File: config.mk
export PLATFORM = sky130hd
export DESIGN_NAME = alu_serial_flat
export DESIGN_NICKNAME = d
export VERILOG_FILES = /design/src/rtl/alu_serial.sv /design/src/rtl/alu_serial_if.sv /design/src/flat_wrapper.sv
export SDC_FILE = /design/constraint.sdc
export NUM_CORES = 1
export LEC_CHECK = 0
export CORE_ASPECT_RATIO = 0.8
export CORE_MARGIN = 2
export CORE_UTILIZATION = 37
export DETAILED_ROUTE_END_ITERATION = 6
export DONT_BUFFER_PORTS = 1
export PLACE_DENSITY = 0.61
export SLEW_MARGIN = 10
export SYNTH_ARGS = -nofsm -noshare
export SYNTH_HDL_FRONTEND = slang
export SYNTH_SLANG_ARGS = --single-unit
File: constraint.sdc
create_clock -name clk -period 5.6 [get_ports clk]
set_input_delay 1.12 -clock clk [delete_from_list [all_inputs] [get_ports clk]]
set_output_delay 1.12 -clock clk [all_outputs]
set_load 0.01 [all_outputs]
File: src/rtl/alu_serial.sv
// alu_pkg: ALUCtl operation codes; any other 4-bit value is illegal.
package alu_pkg;
    localparam logic [3:0] ALU_ADD = 4'h0;
    localparam logic [3:0] ALU_SUB = 4'h1;
    localparam logic [3:0] ALU_SLL = 4'h2;
    localparam logic [3:0] ALU_SLT = 4'h3;
    localparam logic [3:0] ALU_XOR = 4'h4;
    localparam logic [3:0] ALU_SRL = 4'h5;
    localparam logic [3:0] ALU_SRA = 4'h6;
    localparam logic [3:0] ALU_OR  = 4'h7;
    localparam logic [3:0] ALU_AND = 4'h8;
endpackage

// alu_serial: execute-stage ALU. Logic/arith/compare finish in one cycle;
// shifts run through a 1-bit-per-cycle serial shifter.
// Ports:
//   clk   - rising-edge clock
//   rst_n - synchronous active-low reset
//   bus   - alu_serial_if.slave: in_valid/in_ready, alu_ctl, op_a, op_b,
//           out_valid/out_ready, result, zero, illegal (all outputs registered)
module alu_serial
    import alu_pkg::*;
#(
    parameter int unsigned XLEN = 32
) (
    input  logic         clk,
    input  logic         rst_n,
    alu_serial_if.slave  bus
);
    localparam int unsigned SHW = $clog2(XLEN);

    typedef enum logic [1:0] {
        IDLE  = 2'd0,
        SHIFT = 2'd1,
        DONE  = 2'd2
    } state_e;

    state_e          state_q, state_d;
    logic [XLEN-1:0] shreg_q, shreg_d;
    logic [SHW-1:0]  cnt_q, cnt_d;
    logic [3:0]      sop_q, sop_d;
    logic [XLEN-1:0] result_q, result_d;
    logic            zero_q, zero_d;
    logic            illegal_q, illegal_d;
    logic            out_valid_q, out_valid_d;
    logic            in_ready_q, in_ready_d;

    logic [SHW-1:0]  amt_c;
    logic            is_shift_c;
    logic [XLEN-1:0] alu_c;
    logic            alu_ill_c;
    logic [XLEN-1:0] shstep_c;
    logic            slt_c;

    assign amt_c      = bus.op_b[SHW-1:0];
    assign is_shift_c = (bus.alu_ctl == ALU_SLL) || (bus.alu_ctl == ALU_SRL) ||
                        (bus.alu_ctl == ALU_SRA);
    assign slt_c      = $signed(bus.op_a) < $signed(bus.op_b);

    // Single-cycle datapath; shift codes pass op_a through for amount 0.
    always_comb begin
        alu_c     = '0;
        alu_ill_c = 1'b0;
        case (bus.alu_ctl)
            ALU_ADD: alu_c = bus.op_a + bus.op_b;
            ALU_SUB: alu_c = bus.op_a - bus.op_b;
            ALU_SLT: alu_c = {{(XLEN-1){1'b0}}, slt_c};
            ALU_XOR: alu_c = bus.op_a ^ bus.op_b;
            ALU_OR:  alu_c = bus.op_a | bus.op_b;
            ALU_AND: alu_c = bus.op_a & bus.op_b;
            ALU_SLL: alu_c = bus.op_a;
            ALU_SRL: alu_c = bus.op_a;
            ALU_SRA: alu_c = bus.op_a;
            default: alu_ill_c = 1'b1;
        endcase
    end

    // One-bit step of the serial shifter for the latched shift kind.
    always_comb begin
        shstep_c = shreg_q;
        case (sop_q)
            ALU_SLL: shstep_c = {shreg_q[XLEN-2:0], 1'b0};
            ALU_SRL: shstep_c = {1'b0, shreg_q[XLEN-1:1]};
            ALU_SRA: shstep_c = {shreg_q[XLEN-1], shreg_q[XLEN-1:1]};
            default: shstep_c = shreg_q;
        endcase
    end

    // Next-state and registered-output logic.
    always_comb begin
        state_d     = state_q;
        shreg_d     = shreg_q;
        cnt_d       = cnt_q;
        sop_d       = sop_q;
        result_d    = result_q;
        zero_d      = zero_q;
        illegal_d   = illegal_q;
        in_ready_d  = 1'b0;
        out_valid_d = 1'b0;

        case (state_q)
            IDLE: begin
                if (bus.in_valid) begin
                    if (is_shift_c && (amt_c != '0)) begin
                        shreg_d = bus.op_a;
                        cnt_d   = amt_c;
                        sop_d   = bus.alu_ctl;
                        state_d = SHIFT;
                    end else begin
                        result_d  = alu_c;
                        zero_d    = (alu_c == '0);
                        illegal_d = alu_ill_c;
                        state_d   = DONE;
                    end
                end
            end
            SHIFT: begin
                shreg_d = shstep_c;
                cnt_d   = cnt_q - SHW'(1);
                // Counter at 1 means this edge applies the last bit of shift.
                if (cnt_q == SHW'(1)) begin
                    result_d  = shstep_c;
                    zero_d    = (shstep_c == '0);
                    illegal_d = 1'b0;
                    state_d   = DONE;
                end
            end
            DONE: begin
                if (bus.out_ready) begin
                    state_d = IDLE;
                end
            end
            default: state_d = IDLE;
        endcase

        in_ready_d  = (state_d == IDLE);
        out_valid_d = (state_d == DONE);
    end

    // State and output registers.
    always_ff @(posedge clk) begin
        if (!rst_n) begin
            state_q     <= IDLE;
            shreg_q     <= '0;
            cnt_q       <= '0;
            sop_q       <= ALU_ADD;
            result_q    <= '0;
            zero_q      <= 1'b0;
            illegal_q   <= 1'b0;
            out_valid_q <= 1'b0;
            in_ready_q  <= 1'b1;
        end else begin
            state_q     <= state_d;
            shreg_q     <= shreg_d;
            cnt_q       <= cnt_d;
            sop_q       <= sop_d;
            result_q    <= result_d;
            zero_q      <= zero_d;
            illegal_q   <= illegal_d;
            out_valid_q <= out_valid_d;
            in_ready_q  <= in_ready_d;
        end
    end

    assign bus.in_ready  = in_ready_q;
    assign bus.out_valid = out_valid_q;
    assign bus.result    = result_q;
    assign bus.zero      = zero_q;
    assign bus.illegal   = illegal_q;
endmodule

File: src/rtl/alu_serial_if.sv
// Operation/result handshake bundle for alu_serial.
//   master: upstream + result consumer (drives in_valid, alu_ctl, op_a, op_b, out_ready)
//   slave : the ALU (drives in_ready, out_valid, result, zero, illegal)
interface alu_serial_if #(
    parameter int unsigned XLEN = 32
);
    logic            in_valid;
    logic            in_ready;
    logic [3:0]      alu_ctl;
    logic [XLEN-1:0] op_a;
    logic [XLEN-1:0] op_b;
    logic            out_valid;
    logic            out_ready;
    logic [XLEN-1:0] result;
    logic            zero;
    logic            illegal;

    modport master (
        output in_valid, alu_ctl, op_a, op_b, out_ready,
        input  in_ready, out_valid, result, zero, illegal
    );

    modport slave (
        input  in_valid, alu_ctl, op_a, op_b, out_ready,
        output in_ready, out_valid, result, zero, illegal
    );
endinterface

File: src/flat_wrapper.sv
// flat-port wrapper written by rule: the top's interface ports become plain ports
module alu_serial_flat import alu_pkg::*;
#(
    parameter int unsigned XLEN = 32
)
  (clk, rst_n, bus_in_valid, bus_alu_ctl, bus_op_a, bus_op_b, bus_out_ready, bus_in_ready, bus_out_valid, bus_result, bus_zero, bus_illegal);
  alu_serial_if #(.XLEN(XLEN)) bus_i ();
  input  logic clk;
  input  logic rst_n;
  input wire logic [$bits(bus_i.in_valid)-1:0] bus_in_valid;
  input wire logic [$bits(bus_i.alu_ctl)-1:0] bus_alu_ctl;
  input wire logic [$bits(bus_i.op_a)-1:0] bus_op_a;
  input wire logic [$bits(bus_i.op_b)-1:0] bus_op_b;
  input wire logic [$bits(bus_i.out_ready)-1:0] bus_out_ready;
  output wire logic [$bits(bus_i.in_ready)-1:0] bus_in_ready;
  output wire logic [$bits(bus_i.out_valid)-1:0] bus_out_valid;
  output wire logic [$bits(bus_i.result)-1:0] bus_result;
  output wire logic [$bits(bus_i.zero)-1:0] bus_zero;
  output wire logic [$bits(bus_i.illegal)-1:0] bus_illegal;
  assign bus_i.in_valid = bus_in_valid;
  assign bus_i.alu_ctl = bus_alu_ctl;
  assign bus_i.op_a = bus_op_a;
  assign bus_i.op_b = bus_op_b;
  assign bus_i.out_ready = bus_out_ready;
  assign bus_in_ready = bus_i.in_ready;
  assign bus_out_valid = bus_i.out_valid;
  assign bus_result = bus_i.result;
  assign bus_zero = bus_i.zero;
  assign bus_illegal = bus_i.illegal;
  alu_serial #(.XLEN(XLEN)) u_core (.clk(clk), .rst_n(rst_n), .bus(bus_i));
endmodule
==> flow_metrics.env, run 1 <==
export IMPL_hpwl_um=30500
export IMPL_wirelength_um=40200
export IMPL_r2r_slack_ns=2.11
export IMPL_finalSetupTns_ns=0
export IMPL_required_ns=5.85
export IMPL_crit_path_end_kind="register"
export IMPL_layout_drive_gt1_share_pct=5.79
export IMPL_slew_violations=0
export IMPL_syn_avg_cell_area_um2=6.86
export IMPL_syn_to_final_growth_pct=5.95
export IMPL_powerDensity_nw_per_um2=196
export IMPL_cts_setup_buffers=0
export IMPL_yosysWarnings=0
export IMPL_ir_drop_mv=0.154
export IMPL_die_area_um2=28100
export IMPL_fin_skew_ns=0.0136
export IMPL_fp_dieH_um=150
export IMPL_drc=0
export IMPL_chipWidth_um=187
export IMPL_start_util_pct=37.7
export IMPL_synth_xor_xnor_area_share_pct=0.354
export IMPL_leakage_nw=4.18
export IMPL_first_pass_iters=6
export IMPL_clk_path_buf_depth=2
export IMPL_coreArea_um2=26300
export IMPL_arrival_ns=5.13
export IMPL_synth_compound_area_share_pct=37.8
export IMPL_via_count=11121
export IMPL_holdPathStages=2
export IMPL_track_usage_pct=27.9
export IMPL_critPathMaxFanout=5
export IMPL_synth_cell_types=86
export IMPL_relSlewSlack_pct=24.3
export IMPL_io_pins=108
export IMPL_timing_rr_end="u_core.bus.zero$_SDFFE_PN0P_"
export IMPL_syn_area_um2=9890
export IMPL_cts_resized_gates=0
export IMPL_rr_worst_depth=11
export IMPL_htree_levels=3
export IMPL_diodes=0
export IMPL_rows=53
export IMPL_maxCapViolCount=0
export IMPL_ys_flop_type="dfxtp_1"
export IMPL_hp_start="u_core.shreg_q[31]$_SDFFE_PN0P_"
export IMPL_worst_slew_pin_slew_ns=1.12
export IMPL_hold_path_class="register to register"
export IMPL_post_place_cells=1723
export IMPL_finalCritPeriodShare_pct=87.1
export IMPL_outcome="completed"
export IMPL_whs_ns=0.486
export IMPL_antenna_found_initial=0
export IMPL_grt_pass1_vias=10033
export IMPL_portBuffers=0
export IMPL_detail_route_antenna_nets=0
export IMPL_grt_pass1_wl_um=61500
export IMPL_avgRoutedWirePerCell_um=23.1
export IMPL_multi_input_area_um2=7600
export IMPL_drtIter0Drc=1353
export IMPL_path_clk_slew_ns=0.06
export IMPL_synth_edf_count=0
export IMPL_cts_tree="done"
export IMPL_cts_root_buf="clkbuf_16"
export IMPL_grt_ovfl_total=0
export IMPL_synth_fa_ha_area_share_pct=13.7
export IMPL_num_nets_final=1556
export IMPL_hold_end="u_core.shreg_q[31]$_SDFFE_PN0P_"
export IMPL_synth_nets=1620
export IMPL_r2r_start="u_core.sop_q[0]$_SDFFE_PN0P_"
export IMPL_ys_seq_elements=79
export IMPL_stdcell_count=1739
export IMPL_synthCells=1441
export IMPL_synth_top_family_by_area="compound AO/OA/AOI/OAI gates"
export IMPL_synth_mux_area_share_pct=0.632
export IMPL_grt_max_degree=59
export IMPL_max_freq_mhz=205
export IMPL_fin_util_pct=39.9
export IMPL_numCtsBuffers=9
export IMPL_clock_latency_ns=0.34
export IMPL_rsz0062_at_grt="false"
export IMPL_regArea_um2=1580
export IMPL_async_flop_share_pct=0
export IMPL_setup_viol=0
export IMPL_synth_simple_gate_area_share_pct=23.7
export IMPL_yosysSeqAreaShare_pct=16.0
export IMPL_clock_sinks=79
export IMPL_vias_per_cell=6.40
export IMPL_routabilityCongestion=0.987
export IMPL_hold_buffers=0
export IMPL_fill_cells=2849
export IMPL_final_min_clock_period_ns=4.88
export IMPL_start_kind="primary input"
export IMPL_finalHoldViolations=0
export IMPL_critical_path_class="primary input to register"
-- cell type report --
cell class                      count  share of cell area (%)
Clock inverter                      6                   0.812
Clock buffer                       10                    2.18
Tap cell                          357                    4.26
Timing Repair Buffer               23                    1.65
Multi-Input combinational cell   1166                    72.5
Sequential cell                    79                    15.1
Inverter                           98                    3.51
-- cell families (layout without fill, tap and decap cells) --
logic type / count (synthesis) / after routing
flops: 79 / 79
xor+xnor: 4 / 4
fa+ha+maj: 107 / 107
buf+inv: 196 / 137
compound gates: 545 / 545
mux: 6 / 6
simple gates: 504 / 504
-- state kept, by name, summed over array words and instances (netlist names) --
signal / count
u_core.bus.illegal: 1
u_core.state_q: 2
u_core.bus.out_valid: 1
u_core.sop_q: 4
u_core.cnt_q: 5
u_core.bus.in_ready: 1
u_core.bus.zero: 1
u_core.shreg_q: 32
u_core.bus.result: 32
-- stage by stage --
stage | instance area, µm² | total power, mW | setup slack (ns)
3_3_place_gp | 10200 | 1.41 | 0.561
6_report | 10500 | 2.05 | 0.722
3_5_place_dp | 10200 | 1.41 | 0.547
5_1_grt | 10500 | 2.16 | 0.466
4_1_cts | 10500 | 2.04 | 0.886
2_1_floorplan | 9890 | 1.20 | 1.47
-- Yosys cell counts (25+ instances only) --
library cell | count | area, µm²
o21ai_0 | 68 | 340
nand3_1 | 25 | 125
a21oi_1 | 164 | 821
a22oi_1 | 36 | 270
ha_1 | 105 | 1310
clkbuf_1 | 84 | 315
nand2_1 | 161 | 604
dfxtp_1 | 79 | 1580
nor2_1 | 162 | 608
a221oi_1 | 36 | 315
nor3_1 | 35 | 175
inv_1 | 98 | 368
-- power by group --
| group | total, mW | switching, mW | internal [mW] |
|---|---|---|---|
| Clock | 0.628 | 0.239 | 0.389 |
| Combinational | 0.787 | 0.515 | 0.272 |
| Sequential | 0.635 | 0.0391 | 0.596 |
| Total | 2.05 | 0.793 | 1.26 |
-- how the worst max path moves through the flow --
stage,start,end,cells past startpoint
floorplan,bus_op_a[0],u_core.bus.zero$_SDFFE_PN0P_,15
global placement,bus_op_a[18],u_core.bus.zero$_SDFFE_PN0P_,12
detailed placement,bus_op_a[0],u_core.bus.zero$_SDFFE_PN0P_,15
CTS,bus_op_a[0],u_core.bus.zero$_SDFFE_PN0P_,15
global route,bus_op_b[9],u_core.bus.zero$_SDFFE_PN0P_,13
finish,bus_op_a[0],u_core.bus.zero$_SDFFE_PN0P_,15
-- critical path: stages --
cell,delay [ns]
inv_1,0.09
ha_1,0.18
inv_1,0.06
fa_1,0.45
nand2b_4,0.11
a2111o_1,0.27
a2111oi_4,0.15
o41ai_1,0.93
o21ai_0,0.19
a211o_1,0.37
nor3_1,0.28
nand4b_1,0.17
nor4_1,0.33
nand4_1,0.18
o32ai_2,0.26
-- cells in the final DEF, fill, tap and decap left out, drive strengths merged, types with 25 or more instances in the layout --
master  synthesis  routed
a21oi         164     164
a221oi         36      36
a22oi          36      36
dfxtp          79      79
ha            105     105
inv            98      98
nand2         161     161
nand3          25      25
nor2          162     162
nor3           36      36
o21ai          71      71
-- metal layers --
metal	track usage, %	share of wire, %
met5	0	0
met4	7.74	3.0
met3	5.85	10
met2	42.8	42
met1	39.4	44
(Power assumes the default switching activity.)
==> inputs of run 2 (changes only) <==
Settings changed: MAX_ROUTING_LAYER from default to met4.
==> flow_metrics.env, run 2 (same netlist as run 1, synthesis figures left out) <==
export IMPL_outcome="completed"
export IMPL_crit_path_end_kind="register"
export IMPL_start_util_pct=37.7
export IMPL_num_nets_final=1554
export IMPL_maxCapViolCount=0
export IMPL_hold_buffers=0
export IMPL_finalHoldViolations=0
export IMPL_critical_path_class="primary input to register"
export IMPL_wirelength_um=40400
export IMPL_hold_path_class="register to register"
export IMPL_cts_resized_gates=0
export IMPL_start_kind="primary input"
export IMPL_path_clk_slew_ns=0.06
export IMPL_routabilityCongestion=0.980
export IMPL_slew_violations=0
export IMPL_final_min_clock_period_ns=4.90
export IMPL_numCtsBuffers=9
export IMPL_htree_levels=3
export IMPL_layout_setup_ws_ns=0.698
export IMPL_critPathMaxFanout=4
export IMPL_r2r_slack_ns=2.16
export IMPL_grt_ovfl_total=0
export IMPL_fp_dieH_um=150
export IMPL_clock_sinks=79
export IMPL_dp_slack_ns=0.468
export IMPL_setup_viol=0
export IMPL_cts_setup_buffers=0
export IMPL_timing_rr_end="u_core.bus.zero$_SDFFE_PN0P_"
export IMPL_vias_per_cell=6.40
export IMPL_cts_root_buf="clkbuf_16"
export IMPL_fill_cells=2813
export IMPL_rsz0062_at_grt="false"
export IMPL_hpwl_um=30500
export IMPL_clk_path_buf_depth=2
export IMPL_clock_latency_ns=0.34
export IMPL_crit_path_end="u_core.bus.zero$_SDFFE_PN0P_"
export IMPL_io_pins=108
export IMPL_layout_drive_gt1_share_pct=5.65
export IMPL_worst_slew_pin_slew_ns=1.06
export IMPL_portBuffers=0
export IMPL_drtIter0Drc=1152
export IMPL_cts_tree="done"
export IMPL_fin_skew_ns=0.0125
export IMPL_final_cell_mix="a21oi_1 (164), nand2_1 (161), nor2_1 (160)"
export IMPL_die_area_um2=28100
export IMPL_grt_pass1_vias=10305
export IMPL_syn_to_final_growth_pct=6.02
export IMPL_finalCritPeriodShare_pct=87.5
export IMPL_chipWidth_um=187
export IMPL_r2r_start="u_core.sop_q[0]$_SDFFE_PN0P_"
export IMPL_track_usage_pct=29.1
export IMPL_grt_pass1_wl_um=62700
export IMPL_avgRoutedWirePerCell_um=23.3
export IMPL_rows=53
export IMPL_coreArea_um2=26300
export IMPL_layout_commonest_cell="a21oi_1"
export IMPL_diodes=0
export IMPL_via_count=11114
export IMPL_finalSetupTns_ns=0
export IMPL_required_ns=5.85
export IMPL_drc=0
export IMPL_antenna_found_initial=0
export IMPL_first_pass_iters=6
export IMPL_powerDensity_nw_per_um2=196
export IMPL_max_freq_mhz=204
export IMPL_relSlewSlack_pct=28.6
export IMPL_ir_drop_mv=0.149
export IMPL_rr_worst_depth=11
export IMPL_power_mw=2.06
export IMPL_grt_max_degree=58
export IMPL_detail_route_antenna_nets=0
export IMPL_startpoint="bus_op_b[0]"
export IMPL_leakage_nw=4.18
export IMPL_arrival_ns=5.16
==> run 2: cell count changes in the layout (fill, tap and decap cells not counted), sizes merged <==
cell,delta
buf,-2
clkbuf,+1
clkinvlp,-1
==> run 2: routing by layer <==
metal,track usage [%],vias up,routed length (µm)
met1,40.8,5256,18400
met2,43.3,602,17300
met5,-,-,0
li1,-,5186,-
met3,4.69,70,3650
met4,7.06,0,1030
==> run 2: area by class of cell <==
type | count | area [µm²] | share of cell area, %
Multi-Input combinational cell | 1166 | 7600 | 72.4
Timing Repair Buffer | 21 | 170 | 1.62
Clock buffer | 11 | 243 | 2.31
Sequential cell | 79 | 1580 | 15.1
Tap cell | 357 | 447 | 4.26
Clock inverter | 5 | 81.3 | 0.775
Inverter | 98 | 368 | 3.51
==> run 2: worst min-delay path by stage <==
stage | start | endpoint | slack [ns] | depth (start not counted)
after floorplan | u_core.shreg_q[31]$_SDFFE_PN0P_ | u_core.shreg_q[31]$_SDFFE_PN0P_ | 0.45 | 2
after global placement | u_core.shreg_q[31]$_SDFFE_PN0P_ | u_core.shreg_q[31]$_SDFFE_PN0P_ | 0.47 | 2
after detailed placement | u_core.shreg_q[31]$_SDFFE_PN0P_ | u_core.shreg_q[31]$_SDFFE_PN0P_ | 0.47 | 2
after CTS | u_core.shreg_q[31]$_SDFFE_PN0P_ | u_core.shreg_q[31]$_SDFFE_PN0P_ | 0.48 | 2
after global routing | u_core.shreg_q[31]$_SDFFE_PN0P_ | u_core.shreg_q[31]$_SDFFE_PN0P_ | 0.52 | 2
final | u_core.shreg_q[31]$_SDFFE_PN0P_ | u_core.shreg_q[31]$_SDFFE_PN0P_ | 0.48 | 2
==> run 2: where the power goes <==
| part | leakage [nW] | switching, mW | total, mW | internal [mW] |
|---|---|---|---|---|
| combinational | 3.38 | 0.515 | 0.784 | 0.270 |
| clock | 0.156 | 0.235 | 0.638 | 0.403 |
| sequential | 0.643 | 0.0389 | 0.635 | 0.596 |
| total | 4.18 | 0.789 | 2.06 | 1.27 |
==> run 2: metrics by stage <==
| step | utilization, % | cells | instance area [µm²] | hold slack (ns) |
|---|---|---|---|---|
| 3_5_place_dp | 38.7 | 1721 | 10200 | 0.471 |
| 4_1_cts | 39.9 | 1737 | 10500 | 0.479 |
| 6_report | 39.9 | 1737 | 10500 | 0.484 |
| 2_1_floorplan | - | 1441 | 9890 | 0.449 |
| 5_1_grt | 39.9 | 1737 | 10500 | 0.521 |
| 3_3_place_gp | 38.7 | 1721 | 10200 | 0.468 |
==> run 2: critical path, cell delays in order <==
cell and delay, ns:
ha_1 0.23, fa_1 0.46, a211oi_1 0.37, o21ai_0 0.32
a21oi_1 0.33, xnor2_1 0.11, a211oi_1 0.71, o2111ai_1 0.29
nor4b_2 0.27, nand4b_1 0.14, nor4_1 0.33, nand4_1 0.18
o32ai_2 0.26
==> inputs of run 3 (changes only) <==
Settings changed: ABC_CLOCK_PERIOD_IN_PS from default to 5600, CORE_ASPECT_RATIO 0.8 to default, CTS_CLUSTER_DIAMETER from default to 30.
==> flow_metrics.env, run 3 (same netlist as run 1, synthesis figures left out) <==
export IMPL_layout_commonest_cell="a21oi_1"
export IMPL_hpwl_um=30800
export IMPL_track_usage_pct=29.0
export IMPL_holdPathStages=2
export IMPL_chipWidth_um=168
export IMPL_routabilityCongestion=1.03
export IMPL_grt_ovfl_total=0
export IMPL_hold_buffers=0
export IMPL_violations="design-rule violations"
export IMPL_fp_dieH_um=168
export IMPL_critical_path_class="primary input to register"
export IMPL_final_cell_area_um2=10400
export IMPL_rows=59
export IMPL_r2r_slack_ns=2.16
export IMPL_arrival_ns=5.11
export IMPL_cp_cell_sequence="inv_1 > ha_1 > nor3b_1 > nor3_2 > a2111oi_4 > o41ai_1 > o21ai_0 > a211o_1 > nor3_1 > nand4b_1 > nor4_1 > nand4_1 > o32ai_2"
export IMPL_place_area_um2=10200
export IMPL_grt_pass1_vias=10213
export IMPL_fin_skew_ns=0.00798
export IMPL_num_nets_final=1558
export IMPL_hold_path_class="register to register"
export IMPL_maxCapViolCount=0
export IMPL_rsz0062_at_grt="false"
export IMPL_hp_start="u_core.shreg_q[31]$_SDFFE_PN0P_"
export IMPL_first_pass_iters=7
export IMPL_cpLargestDelayFamily="compound AO/OA/AOI/OAI gates"
export IMPL_crit_path_end_kind="register"
export IMPL_powerDensity_nw_per_um2=190
export IMPL_worst_slew_pin_slew_ns=0.962
export IMPL_finalHoldViolations=0
export IMPL_syn_to_final_growth_pct=5.44
export IMPL_start_util_pct=37.9
export IMPL_post_place_cells=1703
export IMPL_clock_latency_ns=0.35
export IMPL_max_freq_mhz=206
export IMPL_stdcell_count=1719
export IMPL_rr_worst_depth=11
export IMPL_timing_rr_end="u_core.bus.zero$_SDFFE_PN0P_"
export IMPL_antenna_found_initial=0
export IMPL_outcome="finished, violations left"
export IMPL_leakage_nw=4.17
export IMPL_drc=6
export IMPL_critPathBufInv=1
export IMPL_finalCritPeriodShare_pct=86.7
export IMPL_required_ns=5.86
export IMPL_grt_pass1_wl_um=62300
export IMPL_diodes=0
export IMPL_detail_route_antenna_nets=0
export IMPL_wirelength_um=40500
export IMPL_fin_util_pct=39.9
export IMPL_whs_ns=0.475
export IMPL_max_stage_delay_ns=0.81
export IMPL_cts_tree="done"
export IMPL_path_clk_slew_ns=0.06
export IMPL_hold_end="u_core.shreg_q[31]$_SDFFE_PN0P_"
export IMPL_numCtsBuffers=9
export IMPL_io_pins=108
export IMPL_cts_setup_buffers=0
export IMPL_slew_violations=0
export IMPL_critPathMaxFanout=13
export IMPL_cts_resized_gates=0
export IMPL_final_min_clock_period_ns=4.85
export IMPL_start_kind="primary input"
export IMPL_fill_cells=2817
export IMPL_coreArea_um2=26100
export IMPL_final_cell_mix="a21oi_1 (164), nand2_1 (161), nor2_1 (160)"
export IMPL_die_area_um2=28100
export IMPL_vias_per_cell=6.50
export IMPL_ir_drop_mv=0.124
export IMPL_grt_max_degree=59
export IMPL_portBuffers=0
export IMPL_cp_slowest_cell="o41ai_1"
export IMPL_clock_sinks=79
export IMPL_finalSetupTns_ns=0
export IMPL_relSlewSlack_pct=35.0
export IMPL_drtIter0Drc=1318
export IMPL_via_count=11175
export IMPL_setup_viol=0
export IMPL_avgRoutedWirePerCell_um=23.6
export IMPL_r2r_start="u_core.state_q[0]$_SDFF_PN0_"
export IMPL_htree_levels=3
export IMPL_cts_root_buf="clkbuf_16"
export IMPL_layout_drive_gt1_share_pct=5.92
export IMPL_clk_path_buf_depth=2
run 3: changes by cell type in the layout (fill, tap and decap cells not counted):
cell | previous run | this run
clkinv_2 | 1 | 2
bufinv_16 | 2 | 0
clkinvlp_4 | 1 | 2
buf_4 | 20 | 25
buf_12 | 1 | 0
run 3: worst max-delay path by stage:
| stage | from | to | slack (ns) | cells past startpoint |
|---|---|---|---|---|
| 2_1_floorplan | bus_op_a[0] | u_core.bus.zero$_SDFFE_PN0P_ | 1.47 | 15 |
| 3_3_place_gp | bus_op_b[0] | u_core.bus.zero$_SDFFE_PN0P_ | 0.60 | 13 |
| 3_5_place_dp | bus_op_b[0] | u_core.bus.zero$_SDFFE_PN0P_ | 0.54 | 13 |
| 4_1_cts | bus_op_b[0] | u_core.bus.zero$_SDFFE_PN0P_ | 0.88 | 13 |
| 5_1_grt | bus_op_b[4] | u_core.bus.zero$_SDFFE_PN0P_ | 0.46 | 13 |
| 6_report | bus_op_b[4] | u_core.bus.zero$_SDFFE_PN0P_ | 0.75 | 13 |
run 3: area by class of cell:
class / count / area, µm² / share of cell area, %
repair buffers: 25 / 188 / 1.80
clock inverters: 5 / 33.8 / 0.324
multi-input cells: 1166 / 7600 / 72.8
inverters: 98 / 368 / 3.53
well taps: 335 / 419 / 4.02
flip-flops and latches: 79 / 1580 / 15.2
clock buffers: 11 / 243 / 2.33
run 3: tightest hold or removal path, stage by stage (launching register included):
cell and delay, ns:
dfxtp_1 0.32, nand2_1 0.06, a21oi_1 0.05
run 3: routing by layer:
metal / GRT usage, % / up-vias / share of wire, % / routed length [µm]
met4: 9.64 / 0 / 4.0 / 1610
met2: 45.0 / 600 / 44 / 18000
met5: - / - / 0 / 0
met3: 4.40 / 95 / 8.8 / 3550
met1: 38.7 / 5291 / 43 / 17400
li1: - / 5189 / - / -
run 3: power by group:
part | switching, mW | leakage, nW | total, mW | internal [mW]
logic | 0.512 | 3.40 | 0.783 | 0.272
registers | 0.0394 | 0.643 | 0.635 | 0.596
clock network | 0.247 | 0.132 | 0.558 | 0.312
run 3: per-stage QoR:
| stage | setup WS (ns) | power [mW] |
|---|---|---|
| 2_1_floorplan | 1.47 | 1.20 |
| 3_3_place_gp | 0.605 | 1.41 |
| 3_5_place_dp | 0.544 | 1.41 |
| 4_1_cts | 0.876 | 1.96 |
| 5_1_grt | 0.464 | 2.08 |
| 6_report | 0.747 | 1.98 |
